`src/rtl/rr_arb_pkg.sv`:
```
// Shared definitions for the round-robin arbiter: FSM encodings,
// default sizing and a helper for the watchdog counter width.
package rr_arb_pkg;

    localparam int DEFAULT_ARB_WIDTH   = 16;
    localparam int DEFAULT_ARB_TIMEOUT = 1024;

    typedef enum logic {
        ARB_IDLE  = 1'b0,
        ARB_GRANT = 1'b1
    } arb_state_e;

    // Watchdog counter width; at least one bit so a disabled watchdog
    // still yields a legal vector.
    function automatic int cntWidth(input int timeout);
        return (timeout < 1) ? 1 : $clog2(timeout + 1);
    endfunction

endpackage

```
`src/rtl/rr_arb_prio_enc.sv`:
```
// Lowest-index-first priority encoder: reports whether any bit is set,
// the one-hot lowest set bit and its binary index.
module prio_enc #(
    parameter int WIDTH    = 16,
    parameter int WIDTH_L2 = $clog2(WIDTH)
) (
    input  logic [WIDTH-1:0]    pe_vec_in,
    output logic                pe_found,
    output logic [WIDTH-1:0]    pe_vec_out,
    output logic [WIDTH_L2-1:0] pe_bin_out
);

    // Scan from the top down so the lowest set bit is the last one written.
    always_comb begin
        pe_found   = 1'b0;
        pe_vec_out = '0;
        pe_bin_out = '0;
        for (int i = WIDTH - 1; i >= 0; i--) begin
            if (pe_vec_in[i]) begin
                pe_found   = 1'b1;
                pe_vec_out = '0;
                pe_vec_out[i] = 1'b1;
                pe_bin_out = WIDTH_L2'(i);
            end
        end
    end

endmodule

```
`src/rtl/rr_arb.sv`:
```
// Round-robin arbiter: picks the next requester above the last grantee,
// holds the grant until ack or watchdog expiry, then rotates.
module rr_arb
    import rr_arb_pkg::*;
#(
    parameter int ARB_WIDTH    = DEFAULT_ARB_WIDTH,
    parameter int ARB_WIDTH_L2 = $clog2(ARB_WIDTH),
    parameter int ARB_TIMEOUT  = DEFAULT_ARB_TIMEOUT
) (
    input  logic                    clk,
    input  logic                    rst,
    input  logic [ARB_WIDTH-1:0]    arb_req,
    input  logic                    arb_ack,
    output logic                    arb_gnt_vld,
    output logic [ARB_WIDTH-1:0]    arb_gnt_vec,
    output logic [ARB_WIDTH_L2-1:0] arb_gnt_bin,
    output logic                    arb_timeout
);

    localparam int                CNT_W   = cntWidth(ARB_TIMEOUT);
    localparam bit                WDOG_EN = (ARB_TIMEOUT > 0);
    localparam logic [CNT_W-1:0]  CNT_MAX = '1;
    localparam logic [CNT_W-1:0]  CNT_EXP = WDOG_EN ? CNT_W'(ARB_TIMEOUT - 1) : '0;

    arb_state_e              state_q;
    logic [ARB_WIDTH_L2-1:0] lastIdx_q;
    logic [CNT_W-1:0]        cnt_q;
    logic                    gntVld_q;
    logic [ARB_WIDTH-1:0]    gntVec_q;
    logic [ARB_WIDTH_L2-1:0] gntBin_q;
    logic                    timeout_q;

    logic [ARB_WIDTH-1:0]    masked;
    logic                    maskedFound;
    logic [ARB_WIDTH-1:0]    maskedVec;
    logic [ARB_WIDTH_L2-1:0] maskedBin;
    logic                    rawFound;
    logic [ARB_WIDTH-1:0]    rawVec;
    logic [ARB_WIDTH_L2-1:0] rawBin;
    logic [ARB_WIDTH-1:0]    winVec_d;
    logic [ARB_WIDTH_L2-1:0] winBin_d;

    // Drop every request at or below the last grantee so the search
    // starts just above it.
    always_comb begin
        masked = '0;
        for (int i = 0; i < ARB_WIDTH; i++) begin
            masked[i] = arb_req[i] && (i > int'(lastIdx_q));
        end
    end

    prio_enc #(.WIDTH(ARB_WIDTH), .WIDTH_L2(ARB_WIDTH_L2)) uMaskedEnc (
        .pe_vec_in  (masked),
        .pe_found   (maskedFound),
        .pe_vec_out (maskedVec),
        .pe_bin_out (maskedBin)
    );

    prio_enc #(.WIDTH(ARB_WIDTH), .WIDTH_L2(ARB_WIDTH_L2)) uRawEnc (
        .pe_vec_in  (arb_req),
        .pe_found   (rawFound),
        .pe_vec_out (rawVec),
        .pe_bin_out (rawBin)
    );

    // Fall back to the raw requests when nothing sits above the pointer.
    always_comb begin
        winVec_d = maskedFound ? maskedVec : rawVec;
        winBin_d = maskedFound ? maskedBin : rawBin;
    end

    // Grant FSM with registered outputs, pointer and saturating watchdog.
    always_ff @(posedge clk) begin
        if (rst) begin
            state_q   <= ARB_IDLE;
            lastIdx_q <= ARB_WIDTH_L2'(ARB_WIDTH - 1);
            cnt_q     <= '0;
            gntVld_q  <= 1'b0;
            gntVec_q  <= '0;
            gntBin_q  <= '0;
            timeout_q <= 1'b0;
        end else begin
            timeout_q <= 1'b0;
            case (state_q)
                ARB_IDLE: begin
                    if (rawFound) begin
                        state_q   <= ARB_GRANT;
                        gntVld_q  <= 1'b1;
                        gntVec_q  <= winVec_d;
                        gntBin_q  <= winBin_d;
                        lastIdx_q <= winBin_d;
                        cnt_q     <= '0;
                    end
                end
                ARB_GRANT: begin
                    if (arb_ack) begin
                        state_q  <= ARB_IDLE;
                        gntVld_q <= 1'b0;
                        gntVec_q <= '0;
                        gntBin_q <= '0;
                    end else if (WDOG_EN && (cnt_q == CNT_EXP)) begin
                        state_q   <= ARB_IDLE;
                        gntVld_q  <= 1'b0;
                        gntVec_q  <= '0;
                        gntBin_q  <= '0;
                        timeout_q <= 1'b1;
                    end else if (cnt_q != CNT_MAX) begin
                        cnt_q <= cnt_q + 1'b1;
                    end
                end
                default: begin
                    state_q <= ARB_IDLE;
                end
            endcase
        end
    end

    assign arb_gnt_vld = gntVld_q;
    assign arb_gnt_vec = gntVec_q;
    assign arb_gnt_bin = gntBin_q;
    assign arb_timeout = timeout_q;

endmodule

```
`config.mk`:
```
export PLATFORM = sky130hd
export DESIGN_NAME = rr_arb
export DESIGN_NICKNAME = d
export VERILOG_FILES = /design/src/rtl/rr_arb_pkg.sv /design/src/rtl/rr_arb_prio_enc.sv /design/src/rtl/rr_arb.sv
export SDC_FILE = /design/constraint.sdc
export NUM_CORES = 1
export LEC_CHECK = 0
export BUFFER_PORTS_ARGS = -buffer_cell sky130_fd_sc_hd__buf_2
export CORE_MARGIN = 3
export CORE_UTILIZATION = 56
export DETAILED_ROUTE_END_ITERATION = 10
export PLACE_DENSITY = 0.8
export SYNTH_ARGS = -nofsm -noshare
export SYNTH_HDL_FRONTEND = slang
export SYNTH_SLANG_ARGS = --single-unit
```
`constraint.sdc`:
```
create_clock -name clk -period 2.6 [get_ports clk]
set_clock_uncertainty 0.2 [all_clocks]
set_input_delay 0.52 -clock clk [delete_from_list [all_inputs] [get_ports clk]]
set_output_delay 0.52 -clock clk [all_outputs]
set_load 0.03 [all_outputs]
```
Word-level counts from Yosys, hierarchy flattened
Cells that the tools add are included.
{ "word_totals": {"ff_bits": 38, "input_bits": 19, "output_inout_bits": 22, "word_cells": 167} }
{ "classes": {"add_sub_neg": 1, "order_cmp": 15, "eq_ne": 7, "n_mux": 117, "n_bitwise": 1, "reduce_logical": 19} }
{ "ops": {"columns": ["cell", "n"], "rows": [
  ["$mux 16", 35],
  ["$mux 4", 35],
  ["$mux 11", 4],
  ["$mux 1", 38],
  ["$gt 4x4->1 const A", 8],
  ["$pmux 16 s2", 1],
  ["$pmux 11 s2", 1],
  ["$gt 3x4->1 const A", 4],
  ["$logic_and 1x1->1", 15],
  ["$add 11x1->11 const B", 1],
  ["$eq 11x10->1 const B", 1],
  ["$ne 11x11->1 const B", 1],
  ["$gt 2x4->1 const A", 2],
  ["$pmux 4 s2", 1],
  ["$ne 2x2->1 const B", 3],
  ["$gt 1x4->1 const A", 1],
  ["$pmux 1 s2", 2],
  ["$reduce_and 2->1", 2],
  ["$reduce_and 4->1", 1],
  ["$ne 3x2->1 const B", 1],
  ["$reduce_or 3->1", 1],
  ["$ne 2x1->1 const B", 1],
  ["$not 1->1", 1]
]} }

Longest topological paths before layout
{ "depth": {"depth_word": 20, "mapped_depth": 9, "depth_no_buf": 7} }

By module
From an unflattened synthesis, not the netlist that was laid out.
{ "hier_totals": {"cells_unflattened": 341, "area_unflattened_um2": 2677.6} }
{ "modules_own_cells": {"columns": ["mod", "n_inst", "cells_per_inst", "area_per_inst_um2", "seq_area_each_um2"], "rows": [
  ["rr_arb", 1, 235, 1974.4, 760.7],
  ["prio_enc", 2, 53, 351.6, 0.0]
]} }

Worst setup path before layout
OpenSTA, ideal clock, no wires.
{ "synth_path": {"kind": "input port to flip-flop", "from": "in arb_req[7]", "to": "reg gntVec_q[12] (netlist: arb_gnt_vec[12])", "setup_ps": 120, "t_arrival_ps": 2050, "t_required_ps": 2280, "slack_ps": 231, "cell_stages": 8, "n_path_buf": 2, "path_cell_list": "buf_2 > nor4_2 > and4_1 > a21o_1 > buf_4 > nor2_1 > and4_1 > a211o_1"} }
{ "synth_via": {"elab_chain_len": 11, "word_cells_on_any_way": 36, "classes_between": "eq/ne: 1; mux: 33; reduce/logical: 2"} }
{ "synth_rtl": {"columns": ["item", "line_no", "text"], "rows": [
  ["from (decl)", "rr_arb.sv:12", "input logic [ARB_WIDTH-1:0] arb_req,"],
  ["$mux 16 or $logic_and 1x1->1 (tied branches)", "rr_arb_prio_enc.sv:19, rr_arb.sv:48", null],
  ["$mux 16 or $mux 1 (tied branches) (7 in a row)", "rr_arb_prio_enc.sv:19", "if (pe_vec_in[i]) begin"],
  ["$mux 16", "rr_arb.sv:68", "winVec_d = maskedFound ? maskedVec : rawVec;"],
  ["$mux 16", "rr_arb.sv:86", "if (rawFound) begin"],
  ["$pmux 16 s2", "rr_arb.sv:84", "case (state_q)"],
  ["to (signal assigned)", "rr_arb.sv:89", "gntVec_q <= winVec_d;"],
  ["to (decl)", "rr_arb.sv:29", "logic [ARB_WIDTH-1:0] gntVec_q;"]
]} }
Parallel ways exist; a longest one is shown, timed or not. The select of a mux whose other input is x is not followed.
A chain may end at the register's enable or synchronous reset.

Final worst setup path
{ "layout_path": {"from": "reg lastIdx_q[1]", "to": "reg gntBin_q[1] (netlist: arb_gnt_bin[1])"} }
{ "layout_via": {"elab_chain_len": 20, "word_cells_on_any_way": 63, "classes_between": "order compare: 15; mux: 33; reduce/logical: 15"} }
{ "layout_rtl": {"columns": ["item", "line_no", "text"], "rows": [
  ["from (decl)", "rr_arb.sv:26", "logic [ARB_WIDTH_L2-1:0] lastIdx_q;"],
  ["from (signal assigned)", "rr_arb.sv:76", "lastIdx_q <= ARB_WIDTH_L2'(ARB_WIDTH - 1);"],
  ["from (signal assigned)", "rr_arb.sv:91", "lastIdx_q <= winBin_d;"],
  ["$gt 4x4->1", "rr_arb.sv:48", "masked[i] = arb_req[i] && (i > int'(lastIdx_q));"],
  ["$logic_and 1x1->1", "rr_arb.sv:48", null],
  ["$mux 4 or $mux 1 (tied branches) (15 in a row)", "rr_arb_prio_enc.sv:19", null],
  ["$mux 4 (*)", "rr_arb.sv:69", "winBin_d = maskedFound ? maskedBin : rawBin;"],
  ["$mux 4 (*)", "rr_arb.sv:86", null],
  ["$pmux 4 s2 (*)", "rr_arb.sv:84", null],
  ["to (signal assigned)", "rr_arb.sv:90", "gntBin_q <= winBin_d;"],
  ["to (decl)", "rr_arb.sv:30", "logic [ARB_WIDTH_L2-1:0] gntBin_q;"]
]} }
Mark *: on every way between the ends. The rest lies on a longest branch, timed or not. The select of a mux whose other input is x is not followed.

==> results.md <==
* Outcome: complete, no violations
* Count of state elements after synthesis at 38
* Most common library cells after synthesis: 38 x sky130_fd_sc_hd__dfxtp_1, 28 x sky130_fd_sc_hd__nor2_1, 19 x sky130_fd_sc_hd__nand2_1
* Vias per Instance at 6.72
* Transition time of the tightest slew-check pin at 0.497 ns
* Wire length of the first global-routing pass at 12.3 mm
* Share of synthesized area occupied by flip-flops and latches at 30.8%
* Setup tns final at 0 ns
* Cell Count Post-Placement at 399
* Clock tree from TritonCTS: yes
* Post-DRT Antenna Nets at 0
* Cell at the root of the clock tree: sky130_fd_sc_hd__clkbuf_8
* CP Cell Sequence: buf_4 > buf_4 > or3b_1 > a21oi_4 > or4b_4 > nor2_4 > a2111o_1 > a31oi_1
* Dominant cell by count in the synthesized netlist: sky130_fd_sc_hd__dfxtp_1
* Share of cells above drive strength 1 at 27.5%
* Worst min path class: register to register
* Number of non-filler instances in the completed layout at 407
* Number of nets at the end of the flow at 376
* Fin. Hold Viols at 0
* Cell type with the highest aggregate area in the netlist: sky130_fd_sc_hd__dfxtp_1
* Clock sink count at 38
* Max rail drop VDD at 489 µV
* Gr usage total at 30.2%
* Die ar. at 5240 µm²
* HPWL Detailed at 5.98 mm
* Required time at the worst-slack endpoint at 2.62 ns
* Clock period minus final worst setup slack at 2.45 ns
* Later-pin clock latency in the skew report at 0.30 ns
* Top cell type's share of synthesized area at 30.8%
* Total CTS buffers at 5
* Number of vias after detailed routing at 2734
* Number of enable flip-flop cells after synthesis at 0
* Port Buf Inserts at 40
* Overall power after layout at 2.22 mW
* WL/cell at 19.1 µm
* Final-layout worst hold slack at 0.270 ns
* DRC violations left at 0
* Total overflow reported by the global router at 0
* Worst slew margin relative to its limit at 66.5%
* Largest net degree at the start of global routing at 14
* Final cycle utilization of the critical path at 94.4%
* Leakage power of the design at 1.19 nW
* Setup repair after global routing missed its margin: no
* Htree depth at 2
* Synth cell types at 70
* Startpoint class of the critical path: register
* Post-CTS Setup Bufs at 0
* Worst setup path class: register to register
* Number of warnings reported in the yosys synthesis log at 0
* Growth of design area from synthesis to finish at 21.9%
* Area of the core at 4120 µm²
* Antenna diode instance count at 0
* TritonRoute pass-1 iters at 5
* RePlAce Congestion at 1.00
* Cell with the biggest individual delay on the critical path: sky130_fd_sc_hd__or3b_1
* Netlist area before placement at 2470 µm²
* Total nets after synthesis at 317
* Die height at 72.4 µm
* Number of I/O pins at 41
* Mean area per synthesized cell at 8.31 µm²
* Number of instances in the synthesized netlist at 297
* Maximum clock insertion buffer count at 2
* Most frequently used flop master after synthesis: sky130_fd_sc_hd__dfxtp_1
* Count of standard-cell rows at 23
* Filler instances at 326
* Main area contributors after synthesis: sky130_fd_sc_hd__dfxtp_1 31%, sky130_fd_sc_hd__nor2_1 4.3%, sky130_fd_sc_hd__a211oi_1 3.0%
* Number of max-capacitance violations reported at 0
* CP dominant cell by count: sky130_fd_sc_hd__buf_4
* Clock-pin slew on the worst setup and hold paths at 0.07 ns
* Critical path data arrival time at 2.47 ns
* Number of max-slew violations in the final report at 0
* P per Cell Area at 738 nW/µm²
* FMAX at 0.407 GHz
* Largest fanout on the critical path at 7
* Initial antenna violation count at 0
* Starting Density at 60.0%
* Horizontal die dimension at 72.4 µm
* Aggregate routed wire length at 7.79 mm
* Setup-failing EPs final at 0
* First DRT Iteration DRCs at 281
* Endpoint type of the worst setup path: register
* Number of global-route vias before repair at 2480
* Ys async rst share at 0%
* Max incr delay on CP at 0.41 ns
==> stage by stage <==
| stage | instance area [µm²] | worst slack (ns) | util (%) |
|---|---|---|---|
| floorplan | 2470 | 0.231 | - |
| global placement | 2860 | 0.0698 | 69.4 |
| detailed placement | 2860 | 0.0204 | 69.4 |
| CTS | 3000 | 0.0886 | 72.9 |
| global route | 3010 | 0.0377 | 73.1 |
| finish | 3010 | 0.145 | 73.1 |
==> cell usage in the layout, fill, tap and decap left out, types with 3 or more instances in the layout <==
| cell type | count |
|---|---|
| sky130_fd_sc_hd__a21boi_0 | 3 |
| sky130_fd_sc_hd__o21ai_0 | 13 |
| sky130_fd_sc_hd__o32ai_1 | 3 |
| sky130_fd_sc_hd__nand3_1 | 13 |
| sky130_fd_sc_hd__and4_1 | 3 |
| sky130_fd_sc_hd__a21oi_1 | 13 |
| sky130_fd_sc_hd__nor3_1 | 6 |
| sky130_fd_sc_hd__a31oi_1 | 4 |
| sky130_fd_sc_hd__buf_4 | 31 |
| sky130_fd_sc_hd__o2bb2ai_1 | 7 |
| sky130_fd_sc_hd__nand4_1 | 3 |
| sky130_fd_sc_hd__o22ai_1 | 4 |
| sky130_fd_sc_hd__buf_2 | 40 |
| sky130_fd_sc_hd__dfxtp_1 | 37 |
| sky130_fd_sc_hd__o2111ai_1 | 3 |
| sky130_fd_sc_hd__o21bai_1 | 3 |
| sky130_fd_sc_hd__clkbuf_8 | 6 |
| sky130_fd_sc_hd__nand2_1 | 19 |
| sky130_fd_sc_hd__nor2_1 | 28 |
| sky130_fd_sc_hd__a22o_1 | 5 |
| sky130_fd_sc_hd__a211oi_1 | 10 |
| sky130_fd_sc_hd__nor4_1 | 3 |
| sky130_fd_sc_hd__nor2b_1 | 6 |
| sky130_fd_sc_hd__and3_1 | 3 |
| sky130_fd_sc_hd__nand2b_1 | 9 |
| sky130_fd_sc_hd__a32oi_1 | 4 |
| sky130_fd_sc_hd__a32o_1 | 4 |
| sky130_fd_sc_hd__nand3b_1 | 3 |
| sky130_fd_sc_hd__o22a_1 | 4 |
| sky130_fd_sc_hd__xnor2_1 | 8 |
| sky130_fd_sc_hd__inv_1 | 8 |
==> state kept, by name (all words and copies together) (netlist names) <==
signal / cells
arb_gnt_vld: 1
state_q: 1
arb_gnt_vec: 16
arb_timeout: 1
cnt_q: 11
arb_gnt_bin: 4
lastIdx_q: 4
==> per-layer routing <==
metal	wire length (µm)	track usage (%)	part of all wire [%]
met5	0	0	0
met4	107	10.0	1.4
met3	706	7.06	9.1
met2	3510	46.3	45
met1	3460	41.9	44
==> logic make-up (layout without fill, tap and decap cells) <==
family	Yosys count	count (layout)	synth area share, %
AOI/OAI and AO/OA	104	104	32.3
xor gates and xnor gates	8	8	2.84
adders and majority gates	1	1	0.507
buffers and inverters	28	88	5.68
DFF	38	38	30.8
muxes	2	2	0.862
and+or+nand+nor	116	116	27.0
==> what timing repair did <==
item	CTS	global route
endpoints found under the setup margin	0	9
hold buffers	0	0
gates resized for setup	0	2
==> cell type report <==
class	count	area [µm²]	area share [%]
clock buffers	6	82.6	2.74
clock inverters	2	60.1	2.00
repair buffers	71	433	14.4
multi-input cells	231	1580	52.3
flip-flops and latches	38	762	25.3
inverters	9	33.8	1.12
well taps	50	62.6	2.08
==> report_power, final <==
part	total [mW]	internal [mW]	switching (mW)
Clock	0.622	0.409	0.212
Combinational	0.909	0.360	0.549
Sequential	0.692	0.638	0.0534
Total	2.22	1.41	0.815
==> worst paths after layout <==
| check | depth (start not counted) | from | to | slack (ns) |
|---|---|---|---|---|
| hold reg to reg | 1 | arb_gnt_vec[1] | arb_gnt_vec[1] | 0.27 |
| setup / recovery | 8 | lastIdx_q[1] | arb_gnt_bin[1] | 0.15 |
| setup reg to reg | 8 | lastIdx_q[1] | arb_gnt_bin[1] | 0.15 |
| hold / removal | 1 | arb_gnt_vec[1] | arb_gnt_vec[1] | 0.27 |
==> worst max-delay path, delay by kind of cell (launching register included) <==
family / cells / cell delay [ns]
AO/OA/AOI/OAI: 3 / 0.81
AND/OR/NAND/NOR: 3 / 0.67
flip-flops: 1 / 0.38
buffers and inverters: 2 / 0.32
Note: power is estimated with default switching activity, not from simulation.
